[src/rtl/ntt_stage_ctrl_pkg.sv]
// Shared types and helpers for the NTT stage-sequencing controller.
// Holds the FSM state encoding and the functions that derive the stage
// schedule (first span exponent, number of stages) from LOG_N and radix mode.
package ntt_ctrl_pkg;

    localparam int STATE_W = 3;

    typedef enum logic [STATE_W-1:0] {
        ST_IDLE  = 3'd0,
        ST_RUN   = 3'd1,
        ST_GAP   = 3'd2,
        ST_DRAIN = 3'd3,
        ST_DONE  = 3'd4
    } ntt_state_e;

    // True when radix-4 mode needs one leading radix-2 stage (odd LOG_N).
    function automatic bit is_mixed(input int log_n);
        return (log_n % 2) == 1;
    endfunction

    // Span exponent of the very first stage of a transform.
    // Radix-2 and mixed radix-4 both open with the radix-2 stage p = LOG_N-1.
    function automatic int first_stage(input int log_n, input bit r4);
        if (!r4 || is_mixed(log_n)) begin
            return log_n - 1;
        end
        return log_n / 2 - 1;
    endfunction

    // Span exponent of the first radix-4 stage (after the optional radix-2 stage).
    function automatic int r4_top_stage(input int log_n);
        return (log_n - (is_mixed(log_n) ? 1 : 0)) / 2 - 1;
    endfunction

    // Total number of stages the controller walks for a transform.
    function automatic int stage_count(input int log_n, input bit r4);
        if (!r4) begin
            return log_n;
        end
        return log_n / 2 + (is_mixed(log_n) ? 1 : 0);
    endfunction

endpackage

[src/rtl/ntt_stage_ctrl_if.sv]
// Control/status bundle between the top-level sequencer and the stage controller.
//
// Handshake semantics: start is a request sampled only while the controller is
// idle; busy acknowledges it from the following cycle until the done pulse
// (inclusive). rd_en and wr_en are single-cycle qualifiers with no ready:
// stage/k/j/r4_active/last are meaningful only in a cycle where rd_en=1. The
// only backpressure is hold, which stalls issue but never the write-back path.
// fsm_state exposes the controller state for observation only.
interface ntt_stage_ctrl_if #(
    parameter int LOG_N = 6,
    parameter int SW    = 4
);
    import ntt_ctrl_pkg::*;

    logic             start;
    logic             radix4;
    logic             hold;
    logic             busy;
    logic             rd_en;
    logic             wr_en;
    logic             r4_active;
    logic [SW-1:0]    stage;
    logic [LOG_N-1:0] k;
    logic [LOG_N-1:0] j;
    logic             last;
    logic             done;
    ntt_state_e       fsm_state;

    // Sequencer side: issues requests, observes progress.
    modport master (
        output start, radix4, hold,
        input  busy, rd_en, wr_en, r4_active, stage, k, j, last, done, fsm_state
    );

    // Controller side.
    modport slave (
        input  start, radix4, hold,
        output busy, rd_en, wr_en, r4_active, stage, k, j, last, done, fsm_state
    );

endinterface

[src/rtl/ntt_stage_ctrl_delay_line.sv]
// Generic fixed-latency shift register. Each bit of din reappears on dout
// exactly DEPTH cycles later; asynchronous reset clears every slot so that
// in-flight entries are discarded.
module delay_line #(
    parameter int WIDTH = 1,
    parameter int DEPTH = 1
) (
    input  logic             clk,
    input  logic             rst,
    input  logic [WIDTH-1:0] din,
    output logic [WIDTH-1:0] dout
);

    logic [DEPTH-1:0][WIDTH-1:0] pipe_q;

    // Shift every cycle; slot 0 takes the new input.
    always_ff @(posedge clk or negedge rst) begin
        if (!rst) begin
            pipe_q <= '0;
        end else begin
            pipe_q[0] <= din;
            for (int i = 1; i < DEPTH; i++) begin
                pipe_q[i] <= pipe_q[i-1];
            end
        end
    end

    assign dout = pipe_q[DEPTH-1];

endmodule

[src/rtl/ntt_stage_ctrl.sv]
// NTT stage-sequencing controller. After an accepted start it walks every
// butterfly of an N = 2^LOG_N point transform, one per non-held cycle, in
// radix-2 or radix-4 order (odd LOG_N in radix-4 mode opens with a single
// radix-2 stage). j is the inner (within-group) index, k the group index and
// stage the span exponent p, counting down to 0. wr_en follows rd_en by
// PIPE_LAT cycles; done pulses the cycle after the final write.
module ntt_stage_ctrl #(
    parameter int LOG_N     = 6,
    parameter int PIPE_LAT  = 14,
    parameter int STAGE_GAP = 0,
    parameter int SW        = 4
) (
    input  logic           clk,
    input  logic           rst,
    ntt_stage_ctrl_if.slave bus
);
    import ntt_ctrl_pkg::*;

    // Bounds are compared in LOG_N+1 bits so the N/2 group count never wraps.
    localparam int CW = LOG_N + 1;
    // Exponent width: a radix-4 span exponent is 2p, one bit wider than p.
    localparam int EW = SW + 2;
    localparam logic [SW-1:0] P_R2  = SW'(first_stage(LOG_N, 1'b0));
    localparam logic [SW-1:0] P_R4  = SW'(r4_top_stage(LOG_N));
    localparam bit            MIXED = is_mixed(LOG_N);
    localparam int            GW    = (STAGE_GAP > 0) ? $clog2(STAGE_GAP + 1) : 1;
    localparam logic [GW-1:0] GAP_LAST = (STAGE_GAP > 0) ? GW'(STAGE_GAP - 1) : '0;

    ntt_state_e       state_q, state_d;
    logic [LOG_N-1:0] j_q, j_d;
    logic [LOG_N-1:0] k_q, k_d;
    logic [SW-1:0]    stage_q, stage_d;
    logic             cur_r4_q, cur_r4_d;   // current stage is radix-4
    logic             mode_r4_q, mode_r4_d; // radix4 input latched at start
    logic [GW-1:0]    gap_q, gap_d;

    logic [EW-1:0]    j_exp, k_exp;
    logic [CW-1:0]    j_max, k_max;
    logic             j_end, k_end, final_stage;
    logic             rd_en_c, last_c;
    logic [1:0]       dl_in, dl_out;

    // Per-stage loop bounds: span 2^p (or 4^p) butterflies per group and
    // (N/2)/2^p (or (N/4)/4^p) groups per stage.
    always_comb begin
        j_exp = cur_r4_q ? {1'b0, stage_q, 1'b0} : {2'b00, stage_q};
        k_exp = cur_r4_q ? (EW'(LOG_N - 2) - j_exp) : (EW'(LOG_N - 1) - j_exp);
        j_max = (CW'(1) << j_exp) - CW'(1);
        k_max = (CW'(1) << k_exp) - CW'(1);
        j_end = ({1'b0, j_q} == j_max);
        k_end = ({1'b0, k_q} == k_max);
        final_stage = (stage_q == '0);
    end

    // State and counter registers.
    always_ff @(posedge clk or negedge rst) begin
        if (!rst) begin
            state_q   <= ST_IDLE;
            j_q       <= '0;
            k_q       <= '0;
            stage_q   <= '0;
            cur_r4_q  <= 1'b0;
            mode_r4_q <= 1'b0;
            gap_q     <= '0;
        end else begin
            state_q   <= state_d;
            j_q       <= j_d;
            k_q       <= k_d;
            stage_q   <= stage_d;
            cur_r4_q  <= cur_r4_d;
            mode_r4_q <= mode_r4_d;
            gap_q     <= gap_d;
        end
    end

    // Next-state, counter advance and issue strobes.
    always_comb begin
        state_d   = state_q;
        j_d       = j_q;
        k_d       = k_q;
        stage_d   = stage_q;
        cur_r4_d  = cur_r4_q;
        mode_r4_d = mode_r4_q;
        gap_d     = gap_q;
        rd_en_c   = 1'b0;
        last_c    = 1'b0;

        unique case (state_q)
            ST_IDLE: begin
                if (bus.start) begin
                    state_d   = ST_RUN;
                    j_d       = '0;
                    k_d       = '0;
                    mode_r4_d = bus.radix4;
                    if (bus.radix4 && !MIXED) begin
                        stage_d  = P_R4;
                        cur_r4_d = 1'b1;
                    end else begin
                        stage_d  = P_R2;
                        cur_r4_d = 1'b0;
                    end
                end
            end

            ST_RUN: begin
                if (!bus.hold) begin
                    rd_en_c = 1'b1;
                    last_c  = j_end && k_end && final_stage;
                    if (last_c) begin
                        // Counters keep the final butterfly's values while draining.
                        state_d = ST_DRAIN;
                    end else if (!j_end) begin
                        j_d = j_q + LOG_N'(1);
                    end else begin
                        j_d = '0;
                        if (!k_end) begin
                            k_d = k_q + LOG_N'(1);
                        end else begin
                            k_d = '0;
                            // Leaving the leading radix-2 stage of a mixed transform.
                            if (mode_r4_q && !cur_r4_q) begin
                                stage_d  = P_R4;
                                cur_r4_d = 1'b1;
                            end else begin
                                stage_d = stage_q - SW'(1);
                            end
                            if (STAGE_GAP > 0) begin
                                state_d = ST_GAP;
                                gap_d   = '0;
                            end
                        end
                    end
                end
            end

            ST_GAP: begin
                // Bubble cycles run regardless of hold.
                if (gap_q == GAP_LAST) begin
                    state_d = ST_RUN;
                end else begin
                    gap_d = gap_q + GW'(1);
                end
            end

            ST_DRAIN: begin
                // The delayed last flag marks the cycle of the final write.
                if (dl_out[1]) begin
                    state_d = ST_DONE;
                end
            end

            ST_DONE: begin
                state_d = ST_IDLE;
            end

            default: begin
                state_d = ST_IDLE;
            end
        endcase
    end

    // Carry issue and last-issue markers through the butterfly latency.
    assign dl_in = {last_c, rd_en_c};

    delay_line #(
        .WIDTH (2),
        .DEPTH (PIPE_LAT)
    ) u_delay (
        .clk  (clk),
        .rst  (rst),
        .din  (dl_in),
        .dout (dl_out)
    );

    assign bus.rd_en     = rd_en_c;
    assign bus.wr_en     = dl_out[0];
    assign bus.last      = last_c;
    assign bus.r4_active = rd_en_c & cur_r4_q;
    assign bus.stage     = stage_q;
    assign bus.k         = k_q;
    assign bus.j         = j_q;
    assign bus.busy      = (state_q != ST_IDLE);
    assign bus.done      = (state_q == ST_DONE);
    assign bus.fsm_state = state_q;

endmodule

[src/flat_wrapper.sv]
// flat-port wrapper written by rule: the top's interface ports become plain ports
module ntt_stage_ctrl_flat import ntt_ctrl_pkg::*;
#(
    parameter int LOG_N     = 6,
    parameter int PIPE_LAT  = 14,
    parameter int STAGE_GAP = 0,
    parameter int SW        = 4
)
  (clk, rst, bus_start, bus_radix4, bus_hold, bus_busy, bus_rd_en, bus_wr_en, bus_r4_active, bus_stage, bus_k, bus_j, bus_last, bus_done, bus_fsm_state);
  ntt_stage_ctrl_if #(.LOG_N(LOG_N), .SW(SW)) bus_i ();
  input  logic clk;
  input  logic rst;
  input wire logic [$bits(bus_i.start)-1:0] bus_start;
  input wire logic [$bits(bus_i.radix4)-1:0] bus_radix4;
  input wire logic [$bits(bus_i.hold)-1:0] bus_hold;
  output wire logic [$bits(bus_i.busy)-1:0] bus_busy;
  output wire logic [$bits(bus_i.rd_en)-1:0] bus_rd_en;
  output wire logic [$bits(bus_i.wr_en)-1:0] bus_wr_en;
  output wire logic [$bits(bus_i.r4_active)-1:0] bus_r4_active;
  output wire logic [$bits(bus_i.stage)-1:0] bus_stage;
  output wire logic [$bits(bus_i.k)-1:0] bus_k;
  output wire logic [$bits(bus_i.j)-1:0] bus_j;
  output wire logic [$bits(bus_i.last)-1:0] bus_last;
  output wire logic [$bits(bus_i.done)-1:0] bus_done;
  output wire logic [$bits(bus_i.fsm_state)-1:0] bus_fsm_state;
  assign bus_i.start = bus_start;
  assign bus_i.radix4 = bus_radix4;
  assign bus_i.hold = bus_hold;
  assign bus_busy = bus_i.busy;
  assign bus_rd_en = bus_i.rd_en;
  assign bus_wr_en = bus_i.wr_en;
  assign bus_r4_active = bus_i.r4_active;
  assign bus_stage = bus_i.stage;
  assign bus_k = bus_i.k;
  assign bus_j = bus_i.j;
  assign bus_last = bus_i.last;
  assign bus_done = bus_i.done;
  assign bus_fsm_state = bus_i.fsm_state;
  ntt_stage_ctrl #(.LOG_N(LOG_N), .PIPE_LAT(PIPE_LAT), .STAGE_GAP(STAGE_GAP), .SW(SW)) u_core (.clk(clk), .rst(rst), .bus(bus_i));
endmodule
[config.mk]
export PLATFORM = sky130hd
export DESIGN_NAME = ntt_stage_ctrl_flat
export DESIGN_NICKNAME = d
export VERILOG_FILES = /design/src/rtl/ntt_stage_ctrl_pkg.sv /design/src/rtl/ntt_stage_ctrl_if.sv /design/src/rtl/ntt_stage_ctrl_delay_line.sv /design/src/rtl/ntt_stage_ctrl.sv /design/src/flat_wrapper.sv
export SDC_FILE = /design/constraint.sdc
export NUM_CORES = 1
export LEC_CHECK = 0
export ABC_AREA = 1
export CAP_MARGIN = 20
export CORE_MARGIN = 5
export CORE_UTILIZATION = 60
export CTS_BUF_LIST = sky130_fd_sc_hd__clkbuf_4
export CTS_CLUSTER_DIAMETER = 120
export DETAILED_ROUTE_END_ITERATION = 8
export GPL_TIMING_DRIVEN = 0
export MAX_ROUTING_LAYER = met4
export PLACE_DENSITY = 0.84
export SLEW_MARGIN = 40
export SYNTH_ARGS = -nofsm -noshare
export SYNTH_HDL_FRONTEND = slang
export SYNTH_SLANG_ARGS = --single-unit
[constraint.sdc]
create_clock -name clk -period 8 [get_ports clk]
set_input_delay 2.4 -clock clk [delete_from_list [all_inputs] [get_ports clk]]
set_output_delay 2.4 -clock clk [all_outputs]
set_load 0.02 [all_outputs]
==> Word-level counts from Yosys, hierarchy flattened <==
Cells that the tools add are included.
{ "word_totals": {"elab_cells": 100, "inputBits": 5, "reg_bits": 50} }
{ "op_classes": {"shift": 2, "n_reduce_logical": 14, "addsub": 8, "mux": 39, "n_eq_ne": 15, "bitwise": 1} }
{ "ops": {"columns": ["operator", "n"], "rows": [
  ["6-bit two-way mux", 9],
  ["4-bit two-way mux", 6],
  ["6-bit case mux with 2 select lines", 2],
  ["3-bit two-way mux", 6],
  ["6-bit by 7-bit equality test with 1-bit output", 2],
  ["1-bit by 6-bit left shift with 7-bit output (first input constant)", 2],
  ["7-bit by 2-bit subtractor with 7-bit output (second input constant)", 2],
  ["6-bit by 1-bit adder with 6-bit output (second input constant)", 2],
  ["1-bit two-way mux", 12],
  ["3-bit case mux with 4 select lines", 1],
  ["3-bit by 6-bit subtractor with 6-bit output (first input constant)", 2],
  ["2-bit != test (second input constant)", 5],
  ["5-bit AND reduction", 2],
  ["2-bit by 1-bit != test with 1-bit output (second input constant)", 4],
  ["4-bit case mux with 2 select lines", 1],
  ["7-bit AND reduction", 1],
  ["3-bit by 2-bit equality test with 1-bit output (second input constant)", 2],
  ["6-bit AND reduction", 1],
  ["5-bit two-way mux", 1],
  ["4-bit zero test", 1],
  ["4-bit AND reduction", 1],
  ["4-bit by 1-bit subtractor with 4-bit output (second input constant)", 1],
  ["3-bit by 1-bit equality test with 1-bit output (second input constant)", 1],
  ["3-bit equality test (second input constant)", 1],
  ["other kinds (9)", 11]
]} }

==> Logic depth before layout (Yosys ltp) <==
Gate-level depths: netlist (run 1).
{ "depth": {"ltp_word": 11, "depth_mapped": 24, "ltp_nobuf": 23} }

==> Hierarchy <==
A second synthesis (run 1) with hierarchy kept.
{ "unflattened": {"cells_unflattened": 343, "hier_area_um2": 2840.2} }
{ "by_module_without_submodules": {"columns": ["module", "seq_area_each_um2", "n_inst", "cells_per_inst", "area_each_um2"], "rows": [
  ["ntt_stage_ctrl", 525.5, 1, 313, 2124.5],
  ["delay_line", 700.7, 1, 30, 715.7]
]} }

==> Worst setup path after synthesis (run 1) <==
Ideal clock, no wire load.
{ "synth_timing": {"path_type": "flip-flop to output port", "start": "register u_core.stage_q[0] (netlist: u_core.bus.stage[0])", "end": "output port bus_last", "path_slack_ns": 2.642, "t_arrival_ns": 2.958, "path_stages_with_launch": 19, "t_required_ns": 5.600, "cell_sequence": "dfrtp_1 buf_4 inv_2 nand2_1 o21ai_4 ha_1 inv_1 nand3_1 nand3_2 nor3_4 nand3_2 ha_1 xor2_1 xnor2_1 inv_1 nand3_1 nor2_4 nand3_2 nor2_1"} }
{ "synth_between": {"elab_chain_len": 10} }
{ "synth_lines": {"columns": ["element", "line", "rtl"], "rows": [
  ["start, declared", "ntt_stage_ctrl.sv:32", "logic [SW-1:0] stage_q, stage_d;"],
  ["start signal, assigned", "ntt_stage_ctrl.sv:69", "stage_q <= stage_d;"],
  ["5-bit two-way mux", "ntt_stage_ctrl.sv:46", "j_exp = cur_r4_q ? {1'b0, stage_q, 1'b0} : {2'b00, stage_q};"],
  ["3-bit by 6-bit subtractor with 6-bit output", "ntt_stage_ctrl.sv:47", "k_exp = cur_r4_q ? (EW'(LOG_N - 2) - j_exp) : (EW'(LOG_N - 1) - j_exp);"],
  ["6-bit two-way mux", "ntt_stage_ctrl.sv:47", null],
  ["1-bit by 6-bit left shift with 7-bit output", "ntt_stage_ctrl.sv:49", "k_max = (CW'(1) << k_exp) - CW'(1);"],
  ["7-bit by 2-bit subtractor with 7-bit output", "ntt_stage_ctrl.sv:49", null],
  ["6-bit by 7-bit equality test with 1-bit output", "ntt_stage_ctrl.sv:51", "k_end = ({1'b0, k_q} == k_max);"],
  ["1-bit logical AND", "ntt_stage_ctrl.sv:108", "last_c = j_end && k_end && final_stage;"],
  ["1-bit logical AND (*)", "ntt_stage_ctrl.sv:108", null],
  ["1-bit two-way mux (*)", "ntt_stage_ctrl.sv:106", "if (!bus.hold) begin"],
  ["1-bit two-way mux (*)", "ntt_stage_ctrl.sv:88", "unique case (state_q)"],
  ["end, declared", "flat_wrapper.sv:23", "output wire logic [$bits(bus_i.last)-1:0] bus_last;"]
]} }
Every way passes the cells marked *; elsewhere a longest branch is shown, timed or not.

==> Final worst setup path (run 1) <==
Same ends and word-level chain as after synthesis.

==> results.json, run 1 <==
{
  "cts.sinks": 49,
  "synth-seq-cells": 49,
  "cts_resized": 0,
  "cp-end-kind": "primary output",
  "endpoint": "bus_last",
  "max_freq_ghz": 0.1535,
  "slew_headroom": 0.5883,
  "antenna_found_initial": 0,
  "die-area_sq_um": 6050,
  "synthesis.nets": 343,
  "worstHoldPathType": "register to register",
  "ff_latch_area_sq_um": 1226,
  "rrSetupSlack_ps": 4570,
  "initial_core_util": 0.6244,
  "clkTransAtPathRegs_ps": 150,
  "clockBufferDepth": 2,
  "cts_setup_buffers": 0,
  "worst-path-buf-inv": 5,
  "hpwl_um": 4325,
  "fin_tns_setup_ps": 0,
  "drv_cap": 0,
  "placementRows": 24,
  "vias": 2307,
  "netlist_area_sq_um": 2756,
  "grt_max_degree": 45,
  "critPathMaxFanout": 9,
  "layout-drive-gt1-share": 0.1549,
  "cp-startpoint": "u_core.bus.stage[0]$_DFFE_PN0P_",
  "cpMostUsedCell": "nand3_2",
  "r2r_cells": 21,
  "p_per_area_nw_per_um2": 447.9,
  "die_h_um": 77.78,
  "grt_pass1_vias": 2211,
  "rsz0062_at_grt": "no",
  "ios": 30,
  "clkLatencyLatePin_ps": 370,
  "die_w_um": 77.78,
  "cts_tree": "done",
  "worstPathRequired_ps": 5600,
  "hold_viol": 0,
  "place_inst": 412,
  "syn_avg_cell_area_sq_um": 8.353,
  "wl_per_cell_um": 13.83,
  "postLayoutCellArea_sq_um": 3196,
  "layout.nets": 380,
  "diodes": 0,
  "core-area_sq_um": 4414,
  "finalPower_uw": 1431,
  "cts_inserted_buffers": 5,
  "ys_seq_area_frac": 0.4448,
  "areaGrowthSynthToFinish_pct": 15.93,
  "vdd_drop_max_v": 0.0002257,
  "globalplace.congestion": 0.8890,
  "stdcell_count": 420,
  "r2r_end": "u_core.bus.k[0]$_DFFE_PN0P_",
  "fillers": 340,
  "root_buffer": "clkbuf_4",
  "grt_pass1_wl_um": 10060,
  "p_leak_uw": 0.001532,
  "drcViolationCount": 0,
  "ant_nets": 0,
  "finalClockSkew_ps": 13.91,
  "grt_overflow": 0,
  "drt-total-wl_um": 5809,
  "port_buffers": 29,
  "worstPathArrival_ps": 4110,
  "crit_family": "simple AND/OR/NAND/NOR gates",
  "setup_viol": 0,
  "worstSetupPathType": "register to primary output",
  "firstDrtPassIters": 4,
  "worst_slew_pin_slew_ps": 611.1,
  "status": "finished, final reports clean",
  "final_util": 0.7239,
  "cp_slowest_cell": "clkdlybuf4s50_1",
  "synthCells": 330,
  "period_share": 0.8142,
  "slowest_delay_ps": 640,
  "ys_types": 35,
  "drt_iter0_drc": 135,
  "h-tree-depth": 2,
  "reg2reg_from": "u_core.bus.stage[0]$_DFFE_PN0P_",
  "drv_slew": 0,
  "vias_per_cell": 5.493,
  "synth_warnings": 0,
  "cp.depth": 19,
  "min_period_ps": 6514,
  "cp-start-kind": "register",
  "placed_cell_area_sq_um": 3129,
  "holdBufCountCts": 0,
  "multiInputGateArea_sq_um": 1326,
  "cp_cell_sequence": "buf_4 -> inv_2 -> nand2_1 -> o21ai_4 -> ha_1 -> inv_1 -> nand3_1 -> nand3_2 -> nor3_4 -> nand3_2 -> ha_1 -> xor2_1 -> xnor2_1 -> inv_1 -> nand3_1 -> nor2_4 -> nand3_2 -> nor2_1 -> clkdlybuf4s50_1",
  "grt_use_total": 0.2067
}
## registers in the layout (all words and copies together), names as in the netlist
signal / cells
u_core.u_delay.dout: 2
u_core.cur_r4_q: 1
u_core.bus.stage: 4
u_core.u_delay.pipe_q: 26
u_core.bus.fsm_state: 3
u_core.bus.j: 6
u_core.mode_r4_q: 1
u_core.bus.k: 6
## Yosys cell counts (all sizes together)
| cell | number | area [sq um] |
|---|---|---|
| inv | 41 | 158.9 |
| o311ai | 1 | 8.760 |
| xor2 | 9 | 78.83 |
| dfrtp | 49 | 1226 |
| xnor2 | 5 | 43.79 |
| nand3 | 35 | 202.7 |
| o2111ai | 1 | 8.760 |
| mux2 | 1 | 11.26 |
| ha | 8 | 100.1 |
| o21ai | 30 | 180.2 |
| or2 | 3 | 18.77 |
| clkbuf | 1 | 3.750 |
| nor3 | 10 | 61.31 |
| nor2 | 36 | 186.4 |
| a21oi | 6 | 33.78 |
| o221ai | 1 | 8.760 |
| buf | 5 | 41.29 |
| nand4 | 10 | 62.56 |
| nor4 | 1 | 6.260 |
| nand2 | 77 | 314.1 |
## cell type report
class | count | area share
buffer | 6 | 0.01410
multi-input combinational | 234 | 0.4150
inverter | 41 | 0.04973
timing repair buffer | 30 | 0.09632
clock buffer | 5 | 0.01175
clock inverter | 3 | 0.009005
tap | 52 | 0.02036
sequential | 49 | 0.3837
## power by group
part           switching [uW]  internal [uW]
logic                     607            340
clock network            83.7           38.3
registers                50.9            311
## worst min-delay path by stage
stage                                                    from                                   to  slack, ps  cells past startpoint
after floorplan           u_core.u_delay.pipe_q[24]$_DFF_PN0_     u_core.u_delay.dout[0]$_DFF_PN0_        330                      0
after global placement     u_core.u_delay.pipe_q[4]$_DFF_PN0_   u_core.u_delay.pipe_q[6]$_DFF_PN0_        330                      0
after detailed placement  u_core.u_delay.pipe_q[10]$_DFF_PN0_  u_core.u_delay.pipe_q[12]$_DFF_PN0_        330                      0
after CTS                 u_core.u_delay.pipe_q[10]$_DFF_PN0_  u_core.u_delay.pipe_q[12]$_DFF_PN0_        370                      0
after global routing      u_core.u_delay.pipe_q[20]$_DFF_PN0_  u_core.u_delay.pipe_q[22]$_DFF_PN0_        370                      0
final                     u_core.u_delay.pipe_q[10]$_DFF_PN0_  u_core.u_delay.pipe_q[12]$_DFF_PN0_        370                      0
## worst register-to-register path: cells and delay by family, from the launching register on
kind,cells,cell delay [ps]
compound gates,2,230
xor+xnor,2,290
fa+ha+maj,2,460
buf+inv,5,480
flops,1,440
simple gates,10,1430
## cell usage in the layout (no fill, tap or decap), types with 2 or more instances in the layout
| cell type | count |
|---|---|
| a21oi_1 | 5 |
| buf_4 | 5 |
| clkbuf_4 | 5 |
| clkdlybuf4s50_1 | 28 |
| dfrtp_1 | 49 |
| ha_1 | 8 |
| inv_1 | 28 |
| inv_2 | 11 |
| inv_4 | 2 |
| nand2_1 | 69 |
| nand2_2 | 7 |
| nand3_1 | 31 |
| nand3_2 | 3 |
| nand4_1 | 10 |
| nor2_1 | 29 |
| nor2_2 | 2 |
| nor2_4 | 4 |
| nor3_1 | 9 |
| o21ai_0 | 12 |
| o21ai_1 | 14 |
| o21ai_2 | 2 |
| o21ai_4 | 2 |
| or2_2 | 3 |
| xnor2_1 | 5 |
| xor2_1 | 9 |
## metal layers
| layer | up-vias | global-route usage | part of all wire |
|---|---|---|---|
| met5 | - | - | 0 |
| met4 | 0 | 0.04983 | 0.0096 |
| met3 | 9 | 0.04282 | 0.036 |
| met2 | 47 | 0.3222 | 0.49 |
| met1 | 1105 | 0.2772 | 0.47 |
| li1 | 1146 | - | - |
## cells by family after synthesis
kind of cell,Yosys count,synth area share
and+or+nand+nor,172,0.3091
DFF,49,0.4448
buffers and inverters,47,0.07399
AOI/OAI and AO/OA,39,0.08716
xor gates and xnor gates,14,0.04449
adders and majority gates,8,0.03632
muxes,1,0.004085
## through the flow
| step | worst slack, ps | hold WS (ps) |
|---|---|---|
| after CTS | 1502 | 366.6 |
| after floorplan | 2642 | 331.2 |
| after global placement | 1890 | 332.1 |
| after global routing | 1264 | 374.2 |
| final | 1486 | 365.9 |
| after detailed placement | 1842 | 334.7 |
No activity file was read; power rests on OpenSTA's default activity.
==> inputs of run 2 (changes only) <==
CORE_UTILIZATION = 53   (was 60)
PLACE_DENSITY = 0.79   (was 0.84)
clock period = 5.4 ns   (was 8 ns; I/O delays follow)
==> run 2 against run 1 <==
Final area up 2.2%. Combinational power up 52%. Utilization down 8.0 points. Global-route usage down 1.3 points. Clock skew up 1.5 ps. Clock-buffer cell count unchanged. Register-to-register slack worse by 2500 ps. Via count up 0.87%. Die area up 11%. Clock power up 46%. Sequential power up 47%.
==> results.json, run 2 (synthesis gave the netlist of run 1 again) <==
{
  "clockBufferDepth": 2,
  "drt-total-wl_um": 5641,
  "areaGrowthSynthToFinish_pct": 18.47,
  "firstDrtPassIters": 4,
  "postLayoutCellArea_sq_um": 3266,
  "worstPathRequired_ps": 3780,
  "critPathMaxFanout": 7,
  "worstSetupPathType": "register to primary output",
  "period_share": 0.9455,
  "grt_use_total": 0.1939,
  "slowest_delay_ps": 410,
  "crit_family": "simple AND/OR/NAND/NOR gates",
  "setup_viol": 0,
  "clkLatencyLatePin_ps": 370,
  "slew_headroom": 0.5771,
  "final_common_cell": "nand2_1",
  "die_h_um": 82.12,
  "cts.sinks": 49,
  "hpwl_um": 4285,
  "globalplace.congestion": 0.8413,
  "vdd_drop_max_v": 0.0003083,
  "layout-drive-gt1-share": 0.1738,
  "initial_core_util": 0.5431,
  "final_cell_mix": "nand2_1 (69), dfrtp_1 (49), nand3_1 (31), nor2_1 (28), inv_1 (28)",
  "placed_cell_area_sq_um": 3152,
  "vias_per_cell": 5.241,
  "p_leak_uw": 0.001564,
  "grt_pass1_vias": 2199,
  "core-area_sq_um": 5075,
  "ios": 30,
  "grt_pass1_wl_um": 9873,
  "min_period_ps": 5106,
  "grt_max_degree": 40,
  "vias": 2327,
  "placementRows": 26,
  "min_to": "u_core.u_delay.pipe_q[5]$_DFF_PN0_",
  "r2r_cells": 22,
  "die-area_sq_um": 6743,
  "layout.nets": 386,
  "largest_register_ffs": 26,
  "worstHoldPathType": "register to register",
  "clkTransAtPathRegs_ps": 150,
  "hold_viol": 0,
  "status": "finished, final reports clean",
  "finalClockSkew_ps": 15.37,
  "cts_inserted_buffers": 5,
  "top_layer_used": "met4",
  "r2r_end": "u_core.bus.stage[1]$_DFFE_PN0P_",
  "regMostFlops": "u_core.u_delay.pipe_q",
  "max_freq_ghz": 0.1959,
  "reg2reg_from": "u_core.bus.stage[2]$_DFFE_PN0P_",
  "p_per_area_nw_per_um2": 659.4,
  "cp_slowest_cell": "dfrtp_1",
  "root_buffer": "clkbuf_4",
  "holdCritStartpoint": "u_core.u_delay.pipe_q[3]$_DFF_PN0_",
  "wl_per_cell_um": 12.70,
  "ant_nets": 0,
  "drv_cap": 0,
  "wl_met3_um": 232,
  "wl_met1_um": 2630,
  "worst_slew_pin_slew_ps": 627.7,
  "rsz0062_at_grt": "no",
  "drcViolationCount": 0,
  "worstPathArrival_ps": 3490,
  "port_buffers": 29,
  "die_w_um": 82.12,
  "cp-start-kind": "register",
  "fin_tns_setup_ps": 0,
  "drt_iter0_drc": 143,
  "worst-path-buf-inv": 5,
  "cp_cell_sequence": "buf_4 -> inv_2 -> o21ai_1 -> ha_1 -> inv_1 -> nand3_1 -> nand3_2 -> nor3_4 -> nand3_2 -> ha_1 -> xor2_1 -> xnor2_1 -> inv_1 -> nand3_1 -> nor2_4 -> nand3_2 -> nor2_2 -> clkbuf_2",
  "grt_overflow": 0,
  "holdBufCountCts": 0,
  "diodes": 0,
  "antenna_found_initial": 0,
  "rrSetupSlack_ps": 2030,
  "h-tree-depth": 2,
  "cp-end-kind": "primary output",
  "holdPathStages": 0,
  "route.met2.wl_um": 2722,
  "cpMostUsedCell": "nand3_2",
  "cts_tree": "done",
  "drv_slew": 0
}
==> run 2: changes by cell type in the layout (fill, tap and decap cells not counted), sizes merged <==
cell / change
buf: +6
clkinv: +2
inv: -2
clkbuf: +1
clkdlybuf4s50: -1
==> run 2: area by class of cell <==
| cell class | count | area, sq um |
|---|---|---|
| Buffer | 6 | 45.04 |
| Clock buffer | 5 | 37.54 |
| Clock inverter | 3 | 33.78 |
| Fill cell | 442 | 1809 |
| Inverter | 41 | 158.9 |
| Multi-Input combinational cell | 234 | 1329 |
| Sequential cell | 49 | 1226 |
| Tap cell | 70 | 87.58 |
| Timing Repair Buffer | 36 | 347.8 |
==> run 2: report_power, final <==
part	internal [uW]	leakage [uW]	total [uW]	switching [uW]
logic	535	0.000875	1440	909
registers	461	0.000651	532	71.0
clock network	56.3	0.0000381	178	122
total	1050	0.00156	2150	1100
==> run 2: through the flow <==
step,hold slack (ps),power (uW),utilization,worst slack (ps),cells
after floorplan,331.2,1590,-,822.1,330
after global placement,331.6,1892,0.6176,209.9,429
after detailed placement,335.8,1934,0.6211,163.3,430
after CTS,369.0,2119,0.6351,17.83,438
after global routing,377.0,2373,0.6435,33.51,444
final,366.9,2153,0.6435,294.5,444
==> run 2: repair_timing <==
action,CTS,global route
pin swaps,0,2
buffers inserted,0,6
endpoints found under the setup margin,1,1
gates resized for setup,2,2
endpoints found under the hold margin,0,0
==> run 2: how the worst max path moves through the flow <==
stage / from / to / slack [ps] / cells past startpoint
global route: u_core.bus.stage[2]$_DFFE_PN0P_ / bus_last / 30 / 20
floorplan: u_core.bus.stage[0]$_DFFE_PN0P_ / bus_last / 820 / 18
detailed placement: u_core.bus.stage[0]$_DFFE_PN0P_ / bus_last / 160 / 19
global placement: u_core.bus.stage[0]$_DFFE_PN0P_ / bus_last / 210 / 19
CTS: u_core.bus.stage[0]$_DFFE_PN0P_ / bus_last / 20 / 19
finish: u_core.bus.stage[2]$_DFFE_PN0P_ / bus_last / 290 / 18
==> run 2: per-layer routing <==
metal	track usage	vias to the layer above
li1	-	1159
met1	0.2570	1107
met2	0.3045	52
met3	0.04230	9
met4	0.04817	0
met5	-	-
==> patch, RTL diff (flow settings as in run 2) <==
Encoding of `ntt_state_e`: now Gray code (3 bits for 5 states).
--- a/src/rtl/ntt_stage_ctrl_pkg.sv
+++ b/src/rtl/ntt_stage_ctrl_pkg.sv
@@ -5,12 +5,12 @@
 
     localparam int STATE_W = 3;
 
-    typedef enum logic [STATE_W-1:0] {
-        ST_IDLE  = 3'd0,
-        ST_RUN   = 3'd1,
-        ST_GAP   = 3'd2,
-        ST_DRAIN = 3'd3,
-        ST_DONE  = 3'd4
+    typedef enum logic [2:0] {
+        ST_IDLE  = 3'b000,
+        ST_RUN   = 3'b001,
+        ST_GAP   = 3'b011,
+        ST_DRAIN = 3'b010,
+        ST_DONE  = 3'b110
     } ntt_state_e;
 
     // True when radix-4 mode needs one leading radix-2 stage (odd LOG_N).
Check against the original RTL: no difference found for any inputs over 10 cycles, from zero or initial values and one cycle with rst low; not proved beyond that.
==> patch against run 2 <==
- count of clock-buffer cells in the layout unchanged
- cell count decreased by 0.23%
- hold slack improved by 0.77 ps
- utilization increased by 0.28 points
- setup slack got worse by 11 ps
- sequential cell count unchanged
- power decreased by 8.2%
- maximum frequency decreased by 0.21%
- design area increased by 1.1%
- synthesized area increased by 1.2%
- clock power increased by 3%
- wire length increased by 1.9%
- first-iteration DRC count increased by 5.6%
- combinational power decreased by 10%
- critical endpoint unchanged
==> patch: results <==
global_route:
  first_global_vias: 2194
  grt_pass1_wl_mm: 9.98
  grt_max_degree: 32
  overall_routing_resource_usage_pct: 19.4
cells_and_area:
  multi_input_comb_cells: 235
  multi_input_area_share_pct: 41.8
  non_clock_buffer_share_pct: 11.1
  num-nets-final: 385
  seq_area_um2: 1230
  final_layout_size_suffix_gt1_share_pct: 19.8
  final_core_util_pct: 64.6
  clock_area_share_pct: 2.16
  final.signal_inverter_count: 43
  buffers_excl_clock: 38
  fillers: 447
  numSequentialCells: 49
critical_path:
  cp.arrival_ps: 3500
  r2r_cells: 22
  critPathMaxFanout: 8
  reg2reg_setup_slack_ps: 1950
  worst_setup_path_startpoint: "u_core.bus.stage[0]"
yosys:
  synth_compound_area_share_pct: 8.30
  synth_mux_area_share_pct: 0
  yosys.cell_types.count: 31
  yosys-top-cells-area: "dfrtp_1 (44%), nand2_1 (9.1%), nand3_1 (5.9%)"
  synth_common_cells: "nand2_1 (68), dfrtp_1 (49), inv_1 (37)"
  yosys.area_share.adder_pct: 3.59
  synth-seq-area-share_pct: 43.9
  synth_xor_area_share_pct: 5.02
  synth_nets: 345
  synthesis.instances: 332
sta:
  final.setup_skew_ps: 9.30
  holdWs_ps: 368
  timing.slew.headroom_pct: 59.4
  post-route-period-util_pct: 94.7
place:
  dp_worst_setup_slack_ps: -218
  placed_area_um2: 3190
  post-dp-hpwl_mm: 4.30
  gpl.final_weighted_congestion: 0.850
power_and_ir_drop:
  clkPwrFrac_pct: 9.3
  worst_voltage_drop_across_the_vdd_grid_mv: 0.311
  powerSeq_w: 0.000504
  total_switching_power_w: 0.00101
  powerClk_w: 0.000184
  power_leakage_nw: 1.59
route:
  detail_route.wirelength_mm: 5.75
  wl_per_cell_um: 13.0
  drt_iter0_markers: 151
  drt-pass1-iter-count: 4
  via_count: 2262
run_status:
  outcome: "finished, final reports clean"
hold_path:
  min_path_cells: 0
  timing.hold.worst.start: "u_core.u_delay.pipe_q[16]"
  worst_hold_path.endpoint: "u_core.u_delay.pipe_q[18]"
clock_tree:
  clk_pin_slew_worst_paths_ps: 160
  cts_inserted_buffers: 5
## patch: routing by layer
layer / part of all wire [%] / vias to the layer above / track usage, %
met3: 5.2 / 4 / 3.90
met4: 0.54 / 0 / 3.59
met1: 47 / 1055 / 26.3
li1: - / 1154 / -
met2: 47 / 49 / 30.6
met5: 0 / - / -
## patch: worst reg2reg max path: cells and delay by family (launching register included)
family                     cells  cell delay (ps)
DFF                            1              400
and+or+nand+nor               12             1630
adders and majority gates      2              470
AOI/OAI and AO/OA              2              180
buffers and inverters          5              570
xor gates and xnor gates       1              140
## patch: what timing repair did
| action | in CTS | in global routing |
|---|---|---|
| pin swaps | 1 | 0 |
| hold buffers | 0 | 0 |
| gates resized for setup | 8 | 6 |
| buffers inserted | 1 | 2 |
| setup endpoints to repair | 1 | 1 |
